File: src/rtl/pattern_scan_ctrl.sv
// Scan sequencer for the serial pattern detector: loads a test word, steps it out MSB first
// on a prescaled enable, and counts detector matches sampled after each step.
module pattern_scan_ctrl #(
    parameter int TICK_DIV = 50000000,
    parameter int WORD_W   = 16,
    parameter int CNT_W    = 8
) (
    input  logic                           CLOCK_50,
    input  logic                           rst_n,
    input  logic                           start,
    input  logic                           abort,
    input  logic [WORD_W-1:0]              word_in,
    input  logic                           det_out,
    output logic                           det_in,
    output logic                           det_step,
    output logic                           busy,
    output logic                           done,
    output logic [CNT_W-1:0]               match_cnt,
    output logic [$clog2(WORD_W+1)-1:0]    bit_idx
);

    localparam int IDX_W   = $clog2(WORD_W + 1);
    localparam int PRESC_W = (TICK_DIV > 1) ? $clog2(TICK_DIV) : 1;
    localparam logic [PRESC_W-1:0] PRESC_LAST = PRESC_W'(TICK_DIV - 1);
    localparam logic [IDX_W-1:0]   IDX_LAST   = IDX_W'(WORD_W - 1);

    typedef enum logic [1:0] {
        S_IDLE   = 2'd0,
        S_RUN    = 2'd1,
        S_SAMPLE = 2'd2,
        S_DONE   = 2'd3
    } state_t;

    state_t              r_state;
    state_t              w_state_next;
    logic [WORD_W-1:0]   r_shift;
    logic [WORD_W-1:0]   w_shift_next;
    logic [PRESC_W-1:0]  r_presc;
    logic [PRESC_W-1:0]  w_presc_next;
    logic [CNT_W-1:0]    r_match_cnt;
    logic [CNT_W-1:0]    w_match_cnt_next;
    logic [IDX_W-1:0]    r_bit_idx;
    logic [IDX_W-1:0]    w_bit_idx_next;
    logic                w_step;
    logic                w_cnt_full;

    assign w_step     = (r_state == S_RUN) && (r_presc == PRESC_LAST);
    assign w_cnt_full = &r_match_cnt;

    always_comb begin
        w_state_next     = r_state;
        w_shift_next     = r_shift;
        w_presc_next     = r_presc;
        w_match_cnt_next = r_match_cnt;
        w_bit_idx_next   = r_bit_idx;

        // abort wins over everything; counters are left untouched for inspection
        if (abort) begin
            w_state_next = S_IDLE;
        end else begin
            case (r_state)
                S_IDLE, S_DONE: begin
                    if (start) begin
                        w_state_next     = S_RUN;
                        w_shift_next     = word_in;
                        w_presc_next     = '0;
                        w_match_cnt_next = '0;
                        w_bit_idx_next   = '0;
                    end
                end
                S_RUN: begin
                    if (w_step) begin
                        w_state_next = S_SAMPLE;
                        w_presc_next = '0;
                    end else begin
                        w_presc_next = r_presc + PRESC_W'(1);
                    end
                end
                S_SAMPLE: begin
                    if (det_out && !w_cnt_full) begin
                        w_match_cnt_next = r_match_cnt + CNT_W'(1);
                    end
                    w_shift_next   = {r_shift[WORD_W-2:0], 1'b0};
                    w_bit_idx_next = r_bit_idx + IDX_W'(1);
                    w_presc_next   = '0;
                    w_state_next   = (r_bit_idx == IDX_LAST) ? S_DONE : S_RUN;
                end
                default: begin
                    w_state_next = S_IDLE;
                end
            endcase
        end
    end

    always_ff @(posedge CLOCK_50 or negedge rst_n) begin
        if (!rst_n) begin
            r_state     <= S_IDLE;
            r_shift     <= '0;
            r_presc     <= '0;
            r_match_cnt <= '0;
            r_bit_idx   <= '0;
        end else begin
            r_state     <= w_state_next;
            r_shift     <= w_shift_next;
            r_presc     <= w_presc_next;
            r_match_cnt <= w_match_cnt_next;
            r_bit_idx   <= w_bit_idx_next;
        end
    end

    assign det_in    = r_shift[WORD_W-1];
    assign det_step  = w_step;
    assign busy      = (r_state == S_RUN) || (r_state == S_SAMPLE);
    assign done      = (r_state == S_DONE);
    assign match_cnt = r_match_cnt;
    assign bit_idx   = r_bit_idx;

endmodule

File: config.mk
export PLATFORM = sky130hd
export DESIGN_NAME = pattern_scan_ctrl
export DESIGN_NICKNAME = d
export VERILOG_FILES = /design/src/rtl/pattern_scan_ctrl.sv
export SDC_FILE = /design/constraint.sdc
export NUM_CORES = 1
export LEC_CHECK = 0
export BUFFER_PORTS_ARGS = -buffer_cell sky130_fd_sc_hd__buf_4
export CAP_MARGIN = 20
export CORE_ASPECT_RATIO = 1.75
export CORE_UTILIZATION = 40
export CTS_CLUSTER_DIAMETER = 150
export DETAILED_ROUTE_END_ITERATION = 6
export PLACE_DENSITY = 0.68
export SYNTH_ARGS = -nofsm -noshare
export SYNTH_HDL_FRONTEND = slang
export SYNTH_SLANG_ARGS = --single-unit
File: constraint.sdc
create_clock -name CLOCK_50 -period 6.6 [get_ports CLOCK_50]
set_clock_uncertainty 0.2 [all_clocks]
set_input_delay 1.32 -clock CLOCK_50 [delete_from_list [all_inputs] [get_ports CLOCK_50]]
set_output_delay 1.32 -clock CLOCK_50 [all_outputs]
set_load 0.01 [all_outputs]
-- After elaboration in Yosys (flattened, before gate mapping)
Cells that the tools add are included.
- reductions and logical operators: 12
- add/subtract/negate cells: 3
- bitwise logic cells: 1
- eq/ne operators: 9
- multiplexer cells: 15
- operators with widths (kind ; number):
    one-hot mux 26 bit (3 select lines) ; 1
    two-way mux 26 bit ; 2
    one-hot mux 16 bit (2 select lines) ; 1
    adder 26 x 1 -> 26 bit, second input constant ; 1
    equality test 26 bit, second input constant ; 1
    two-way mux 16 bit ; 1
    two-way mux 8 bit ; 2
    one-hot mux 8 bit (2 select lines) ; 1
    one-hot mux 5 bit (2 select lines) ; 1
    adder 8 x 1 -> 8 bit, second input constant ; 1
    two-way mux 2 bit ; 4
    AND reduction 8 bit ; 1
    != test 3 bit, second input constant ; 2
    one-hot mux 2 bit (3 select lines) ; 1
    adder 5 x 1 -> 5 bit, second input constant ; 1
    equality test 5 x 4 -> 1 bit, second input constant ; 1
    two-way mux 5 bit ; 1
    equality test 2 bit, second input constant ; 2
    != test 2 bit, second input constant ; 2
    AND reduction 2 bit ; 2
    AND reduction 4 bit ; 1
    AND reduction 3 bit ; 1
    equality test 2 x 1 -> 1 bit, second input constant ; 1
    logical AND 1 bit ; 2
    other kinds (6) ; 6
- bits of input ports: 21
- word-level logic and storage cells: 45
- output and inout port bits: 17
- flip-flop bits (word level): 57

-- Logic depth before layout (Yosys ltp)
Gate-level depths: netlist (run 1).
- depth in word-level cells: 5
- mapped depth: 9
- depth with buffers taken out: 7

-- Worst setup path after synthesis (run 1)
No wires, ideal clock.
- path kind: reg-to-output
- from: reg r_presc[21]
- to: out det_step
- path buffers: 0
- data arrival time: 1.689 ns
- required time: 5.080 ns
- setup slack: 3.391 ns
- stages on the path, launching flop included: 5
- cells stage by stage: dfrtp_1 > nand3_1 > or4b_4 > or4_1 > nor2_1
- longest elaborated chain between the ends: 2
- RTL lines (element ; line ; RTL):
    start, declared ; 38 ; logic [PRESC_W-1:0] r_presc;
    start signal, assigned ; 105 ; r_presc <= w_presc_next;
    equality test 26 bit ; 47 ; assign w_step = (r_state == S_RUN) && (r_presc == PRESC_LAST);
    logical AND 1 bit ; 47 ;
    end, declared ; 15 ; output logic det_step,
Every way passes these cells.

-- Worst setup path in the final report (run 1)
- from: reg r_presc[0]
- to: out det_step
The elaborated chain is that of the path after synthesis.

==> results.sh, run 1 <==
export IMPL_outcome="finished clean"
export IMPL_syn_to_final_growth_pct=21.7
export IMPL_slew_limit_headroom=0.429
export IMPL_synth_nets=356
export IMPL_synth_largest_area_cell="dfrtp_1"
export IMPL_peakVddDrop_uv=234
export IMPL_io_buffers=37
export IMPL_timing_final_hold_violations=0
export IMPL_cp_end_kind="output pin"
export IMPL_core_area_mm2=0.00723
export IMPL_root_buffer="clkbuf_16"
export IMPL_worstPathCellList="ha_1, nand3_1, or2_2, or4_1, nor2_1, buf_4"
export IMPL_path_buf_inv=1
export IMPL_chipWidth_um=67.4
export IMPL_placed_area_mm2=0.00333
export IMPL_clock_fmax_ghz=0.266
export IMPL_p_sw_frac=0.257
export IMPL_cts_clk_slew_worst_paths_ns=0.05
export IMPL_grt_pass1_wl_um=11100
export IMPL_ys_ff_latch=57
export IMPL_utilization=0.503
export IMPL_crit_family="simple AND/OR/NAND/NOR gates"
export IMPL_drt_total_wl_um=6620
export IMPL_overflow=0
export IMPL_seq_area_mm2=0.00143
export IMPL_synth_edf_count=0
export IMPL_yosys_area_top_type_share=0.477
export IMPL_synthTopCellsByArea="dfrtp_1 (48%), o21ai_0 (6.0%), mux2i_1 (5.7%)"
export IMPL_num_vias=2569
export IMPL_h_tree_depth=3
export IMPL_cts_tree="yes"
export IMPL_nNetsFinal=393
export IMPL_slew_viol_final=0
export IMPL_cap_violations=0
export IMPL_critPathArrivalTime_ns=2.23
export IMPL_io_pins=38
export IMPL_numCtsBuffers=9
export IMPL_yosysSeqAreaShare=0.477
export IMPL_grt_max_degree=58
export IMPL_intPower_uw=714
export IMPL_drt_iter0_drc=113
export IMPL_crit_path_start_kind="flop"
export IMPL_drive_gt1_frac=0.163
export IMPL_cp_required_ns=5.08
export IMPL_gp_congestion=0.818
export IMPL_cts_resized=0
export IMPL_critPathMaxFanout=5
export IMPL_switchingPower_uw=247
export IMPL_design_area_mm2=0.00364
export IMPL_die_y_um=116
export IMPL_p_seq_frac=0.431
export IMPL_cts_hold_fix_buffers=0
export IMPL_drtAntennaViolNets=0
export IMPL_drc=0
export IMPL_rsz0062_at_grt="false"
export IMPL_synthFlopType="dfrtp_1"
export IMPL_cpMaxStageDelayCell="or4_1"
export IMPL_nFillCells=657
export IMPL_powerDensity_mw_per_mm2=264
export IMPL_hpwlAfterDp_um=4580
export IMPL_whs_ns=0.275
export IMPL_cts_sinks=57
export IMPL_netlist_area_mm2=0.00299
export IMPL_dieArea_mm2=0.00784
export IMPL_post_drt_wl_per_cell_um=14.6
export IMPL_grt_antenna_before_repair=0
export IMPL_min_path_type="flop to flop"
export IMPL_avgSynthCellArea_um2=9.12
export IMPL_post_cts_repair_setup_buffers=0
export IMPL_clk_latency_ns=0.33
export IMPL_syn_inst=328
export IMPL_multi_input_area_mm2=0.00147
export IMPL_antenna_cells=0
export IMPL_grtUsageTotal=0.189
export IMPL_fin_tns_setup_ns=0
export IMPL_p_leak_uw=0.00158
export IMPL_period_share=0.569
export IMPL_critical_path_class="flop to output pin"
export IMPL_slowest_delay_ns=0.51
export IMPL_grt_pass1_vias=2481
export IMPL_p_clk_frac=0.450
export IMPL_first_pass_iters=4
export IMPL_setup_viol=0
export IMPL_async_reset_ff_frac=1.00
export IMPL_layout_min_cycle_time_ns=3.75
export IMPL_combinationalPowerShare=0.120
export IMPL_rows=41
export IMPL_tightestPinTransition_ns=0.850
export IMPL_yosysUniqueCellTypes=39
export IMPL_yosys_warnings=0
export IMPL_initial_utilization=0.413
export IMPL_via_per_inst=5.65
export IMPL_clk_path_buf_depth=2
[path summary, 6_finish.rpt]
path / end / startpoint / slack [ns] / depth (start not counted)
min: r_shift[5]$_DFFE_PN0P_ / r_shift[5]$_DFFE_PN0P_ / 0.28 / 2
max reg2reg: r_presc[17]$_DFFE_PN0P_ / r_state[0]$_DFFE_PN0P_ / 3.93 / 7
min reg2reg: r_shift[5]$_DFFE_PN0P_ / r_shift[5]$_DFFE_PN0P_ / 0.28 / 2
min in group asynchronous: r_presc[3]$_DFFE_PN0P_ / rst_n / 0.85 / 1
max in group asynchronous: r_presc[13]$_DFFE_PN0P_ / rst_n / 4.88 / 1
max: det_step / r_presc[0]$_DFFE_PN0P_ / 2.85 / 6
[cells in the final DEF, fill, tap and decap left out, types with 2 or more instances in the layout]
cell,n
nand4_1,8
nor3_1,10
a21oi_1,12
mux2i_1,17
inv_1,12
or3_1,6
clkbuf_8,3
nand2_1,45
or4_1,3
or2_2,2
and3_1,4
dfrtp_1,57
ha_1,7
xnor2_1,3
clkbuf_16,9
and4_1,2
nand3_1,26
nor4_1,4
buf_4,38
a22o_1,3
clkinv_2,3
a31oi_1,4
nand3b_1,2
o21ai_0,36
nor2_1,24
o2bb2ai_1,2
xor2_1,13
[registers in the layout, indices dropped and copies added (netlist names)]
| signal | cells |
|---|---|
| bit_idx | 5 |
| match_cnt | 8 |
| r_presc | 26 |
| r_state | 2 |
| r_shift | 16 |
[routing by layer]
metal / up-vias / global-route usage / part of all wire
li1: 1237 / - / -
met1: 1251 / 0.208 / 0.40
met2: 68 / 0.323 / 0.53
met3: 13 / 0.0518 / 0.041
met4: 0 / 0.0979 / 0.026
met5: - / 0 / 0
[cells by family (layout without fill, tap and decap cells)]
logic type                 count (synthesis)  in the layout  share of synthesized area
AOI/OAI and AO/OA                         62             62                      0.118
xor gates and xnor gates                  16             16                     0.0469
adders and majority gates                  7              7                     0.0293
buffers and inverters                     25             66                     0.0326
DFF                                       57             57                      0.477
muxes                                     17             17                     0.0569
and+or+nand+nor                          144            144                      0.239
[synth_stat cells (3+ instances only)]
master    number
a21oi_1       12
a22o_1         3
a31oi_1        4
and3_1         4
clkbuf_1      11
dfrtp_1       57
ha_1           7
inv_1         12
mux2i_1       17
nand2_1       45
nand3_1       26
nand4_1        8
nor2_1        24
nor3_1        10
nor4_1         4
o21ai_0       36
or3_1          6
or4_1          3
xnor2_1        3
xor2_1        13
[worst register-to-register path: cells and delay by family (launching register included)]
kind | cells | cell delay [ns]
AND/OR/NAND/NOR | 4 | 1.47
flip-flops | 1 | 0.39
AO/OA/AOI/OAI | 1 | 0.14
buffers and inverters | 1 | 0.06
adder cells (fa/ha/maj) | 1 | 0.33
[layout make-up]
| class | instances | area share |
|---|---|---|
| Clock buffer | 12 | 0.0732 |
| Sequential cell | 57 | 0.392 |
| Inverter | 12 | 0.0124 |
| Multi-Input combinational cell | 246 | 0.403 |
| Clock inverter | 3 | 0.00413 |
| Timing Repair Buffer | 39 | 0.0859 |
| Tap cell | 86 | 0.0296 |
[metrics by stage]
| step | power, uW | setup WS, ns | cells |
|---|---|---|---|
| after floorplan | 485 | 3.39 | 328 |
| after global placement | 526 | 3.10 | 439 |
| after detailed placement | 530 | 3.04 | 439 |
| after CTS | 964 | 2.86 | 454 |
| after global routing | 1000 | 2.77 | 455 |
| final | 961 | 2.85 | 455 |
[power groups by stage]
stage               sequential, uW  clock (uW)  combinational, uW
finish                         414         432                115
global route                   419         453                131
CTS                            414         439                112
detailed placement             419           0                111
global placement               418           0                108
floorplan                      413           0               72.4
(Power assumes the default switching activity.)
==> run 2, diff against run 1 <==
ABC_AREA = 1   (was default)
PLACE_DENSITY = 0.67   (was 0.68)
clock period = 3.9 ns   (was 6.6 ns; I/O delays follow)
==> run 2 against run 1 <==
Net effect:
- global-route usage increased by 1.3 points
- clock power is 120% higher
- via count rose by 7.8%
- clock-buffer cell count fell by 2
- power rose by 110%
- register-to-register slack worse by 2.8 ns
- synthesized cell count up 23%
- combinational power rose to 2.6 times the previous value
- sequential cell count unchanged
- largest cell class unchanged
- largest power group unchanged
- highest routed layer unchanged
==> results.sh, run 2 <==
export IMPL_outcome="finished clean"
export IMPL_overflow=0
export IMPL_p_sw_frac=0.260
export IMPL_syn_inst=404
export IMPL_p_leak_uw=0.00183
export IMPL_core_area_mm2=0.00762
export IMPL_cts_clk_slew_worst_paths_ns=0.05
export IMPL_clk_path_buf_depth=2
export IMPL_p_seq_frac=0.376
export IMPL_yosys_cell_count_top_type="nand2_1"
export IMPL_first_pass_iters=4
export IMPL_initial_utilization=0.416
export IMPL_combinationalPowerShare=0.151
export IMPL_final_common_cell="nand2_1"
export IMPL_drc=0
export IMPL_synth_largest_area_cell="dfrtp_1"
export IMPL_cap_violations=0
export IMPL_netlist_area_mm2=0.00317
export IMPL_io_buffers=37
export IMPL_grt_pass1_wl_um=13100
export IMPL_num_vias=2769
export IMPL_yosysUniqueCellTypes=31
export IMPL_synth_nets=432
export IMPL_rows=42
export IMPL_io_pins=38
export IMPL_critical_path_class="flop to output pin"
export IMPL_via_per_inst=5.16
export IMPL_yosysSeqAreaShare=0.450
export IMPL_critPathMaxFanout=6
export IMPL_numCtsBuffers=9
export IMPL_nFillCells=726
export IMPL_root_buffer="clkbuf_16"
export IMPL_async_reset_ff_frac=1.00
export IMPL_synthFlopType="dfrtp_1"
export IMPL_chipWidth_um=69.3
export IMPL_die_y_um=120
export IMPL_intPower_uw=1490
export IMPL_grt_pass1_vias=2865
export IMPL_cts_resized=0
export IMPL_ys_ff_latch=57
export IMPL_post_cts_repair_setup_buffers=0
export IMPL_grt_antenna_before_repair=0
export IMPL_drt_iter0_drc=155
export IMPL_startpoint="r_presc[0]$_DFFE_PN0P_"
export IMPL_cts_tree="yes"
export IMPL_clock_fmax_ghz=0.351
export IMPL_fin_tns_setup_ns=0
export IMPL_powerDensity_mw_per_mm2=522
export IMPL_cts_hold_fix_buffers=0
export IMPL_cts_sinks=57
export IMPL_crit_path_start_kind="flop"
export IMPL_syn_to_final_growth_pct=21.8
export IMPL_antenna_cells=0
export IMPL_design_area_mm2=0.00386
export IMPL_r2r_cells=8
export IMPL_switchingPower_uw=524
export IMPL_post_drt_wl_per_cell_um=13.8
export IMPL_peakVddDrop_uv=345
export IMPL_setup_viol=0
export IMPL_h_tree_depth=3
export IMPL_r2r_start="r_state[0]$_DFFE_PN0P_"
export IMPL_gp_congestion=0.986
export IMPL_yosys_area_top_type_share=0.450
export IMPL_drtAntennaViolNets=0
export IMPL_drive_gt1_frac=0.174
export IMPL_largest_reg_flops=26
export IMPL_nNetsFinal=472
export IMPL_rsz0062_at_grt="false"
export IMPL_cp_end_kind="output pin"
export IMPL_drt_total_wl_um=7440
export IMPL_placed_area_mm2=0.00350
export IMPL_mostFrequentLayoutCells="nand2_1 (84), nor2_1 (80), dfrtp_1 (57)"
export IMPL_grtUsageTotal=0.201
export IMPL_synthTopCellsByArea="dfrtp_1 (45%), nand2_1 (9.9%), nor2_1 (9.5%)"
export IMPL_layout_min_cycle_time_ns=2.85
export IMPL_whs_ns=0.304
export IMPL_grt_max_degree=58
export IMPL_slew_viol_final=0
export IMPL_tightestPinTransition_ns=0.732
export IMPL_clk_latency_ns=0.32
export IMPL_synth_edf_count=0
export IMPL_period_share=0.730
export IMPL_slew_limit_headroom=0.512
export IMPL_yosys_warnings=0
export IMPL_dieArea_mm2=0.00830
export IMPL_timing_final_hold_violations=0
export IMPL_avgSynthCellArea_um2=7.85
export IMPL_critPathArrivalTime_ns=1.87
export IMPL_ys_top_cells_by_count="nand2_1 (84), nor2_1 (80), dfrtp_1 (57), inv_1 (39), nand3_1 (32)"
export IMPL_cp_required_ns=2.92
export IMPL_p_clk_frac=0.474
export IMPL_largest_register="r_presc"
export IMPL_min_path_type="primary input to asynchronous set/reset pin"
export IMPL_hpwlAfterDp_um=5400
run 2: path summary, 6_finish.rpt:
kind	endpoint	slack, ns
min in group CLOCK_50	r_shift[9]$_DFFE_PN0P_	0.31
worst min-delay path	r_presc[4]$_DFFE_PN0P_	0.30
worst min register to register	r_shift[9]$_DFFE_PN0P_	0.31
worst max register to register	r_shift[15]$_DFFE_PN0P_	1.12
worst max-delay path	det_step	1.05
max in group asynchronous	r_shift[11]$_DFFE_PN0P_	2.70
run 2: area by class of cell:
type	instances	area, um^2	area share
inverters	43	169	0.0437
multi-input cells	296	1520	0.394
well taps	88	110	0.0285
clock inverters	6	130	0.0337
repair buffers	37	278	0.0719
clock buffers	10	229	0.0593
flip-flops and latches	57	1430	0.369
run 2: cell families (layout without fill, tap and decap cells):
group / after synthesis / after routing / synth area share
fa+ha+maj: 7 / 7 / 0.0276
xor+xnor: 16 / 16 / 0.0442
compound gates: 32 / 32 / 0.0592
mux: 1 / 1 / 0.00316
simple gates: 240 / 240 / 0.345
flops: 57 / 57 / 0.450
buf+inv: 51 / 96 / 0.0706
run 2: critical path, cell delays in order (launching register included):
cell and delay (ns):
dfrtp_1 0.41, ha_1 0.28, nand3_4 0.15, nor4_1 0.25
nand3_1 0.11, nor3_1 0.19, buf_4 0.16
run 2: stage by stage:
| stage | worst slack, ns | total power, uW | util | instances |
|---|---|---|---|---|
| floorplan | 1.66 | 975 | - | 404 |
| global placement | 1.10 | 1060 | 0.460 | 521 |
| detailed placement | 1.01 | 1070 | 0.460 | 521 |
| CTS | 1.09 | 2040 | 0.507 | 537 |
| global route | 0.771 | 2110 | 0.507 | 537 |
| finish | 1.05 | 2020 | 0.507 | 537 |
run 2: power by group through the flow:
stage,clock [uW],combinational (uW),sequential [uW]
detailed placement,0,307,765
global placement,0,297,764
finish,956,303,757
global route,999,342,768
floorplan,0,225,750
CTS,972,307,757
run 2: layer usage:
metal | share of wire | global-route usage | wire length (um)
met2 | 0.54 | 0.358 | 4020
met3 | 0.038 | 0.0495 | 282
met5 | 0 | 0 | 0
met1 | 0.38 | 0.208 | 2860
met4 | 0.036 | 0.126 | 267
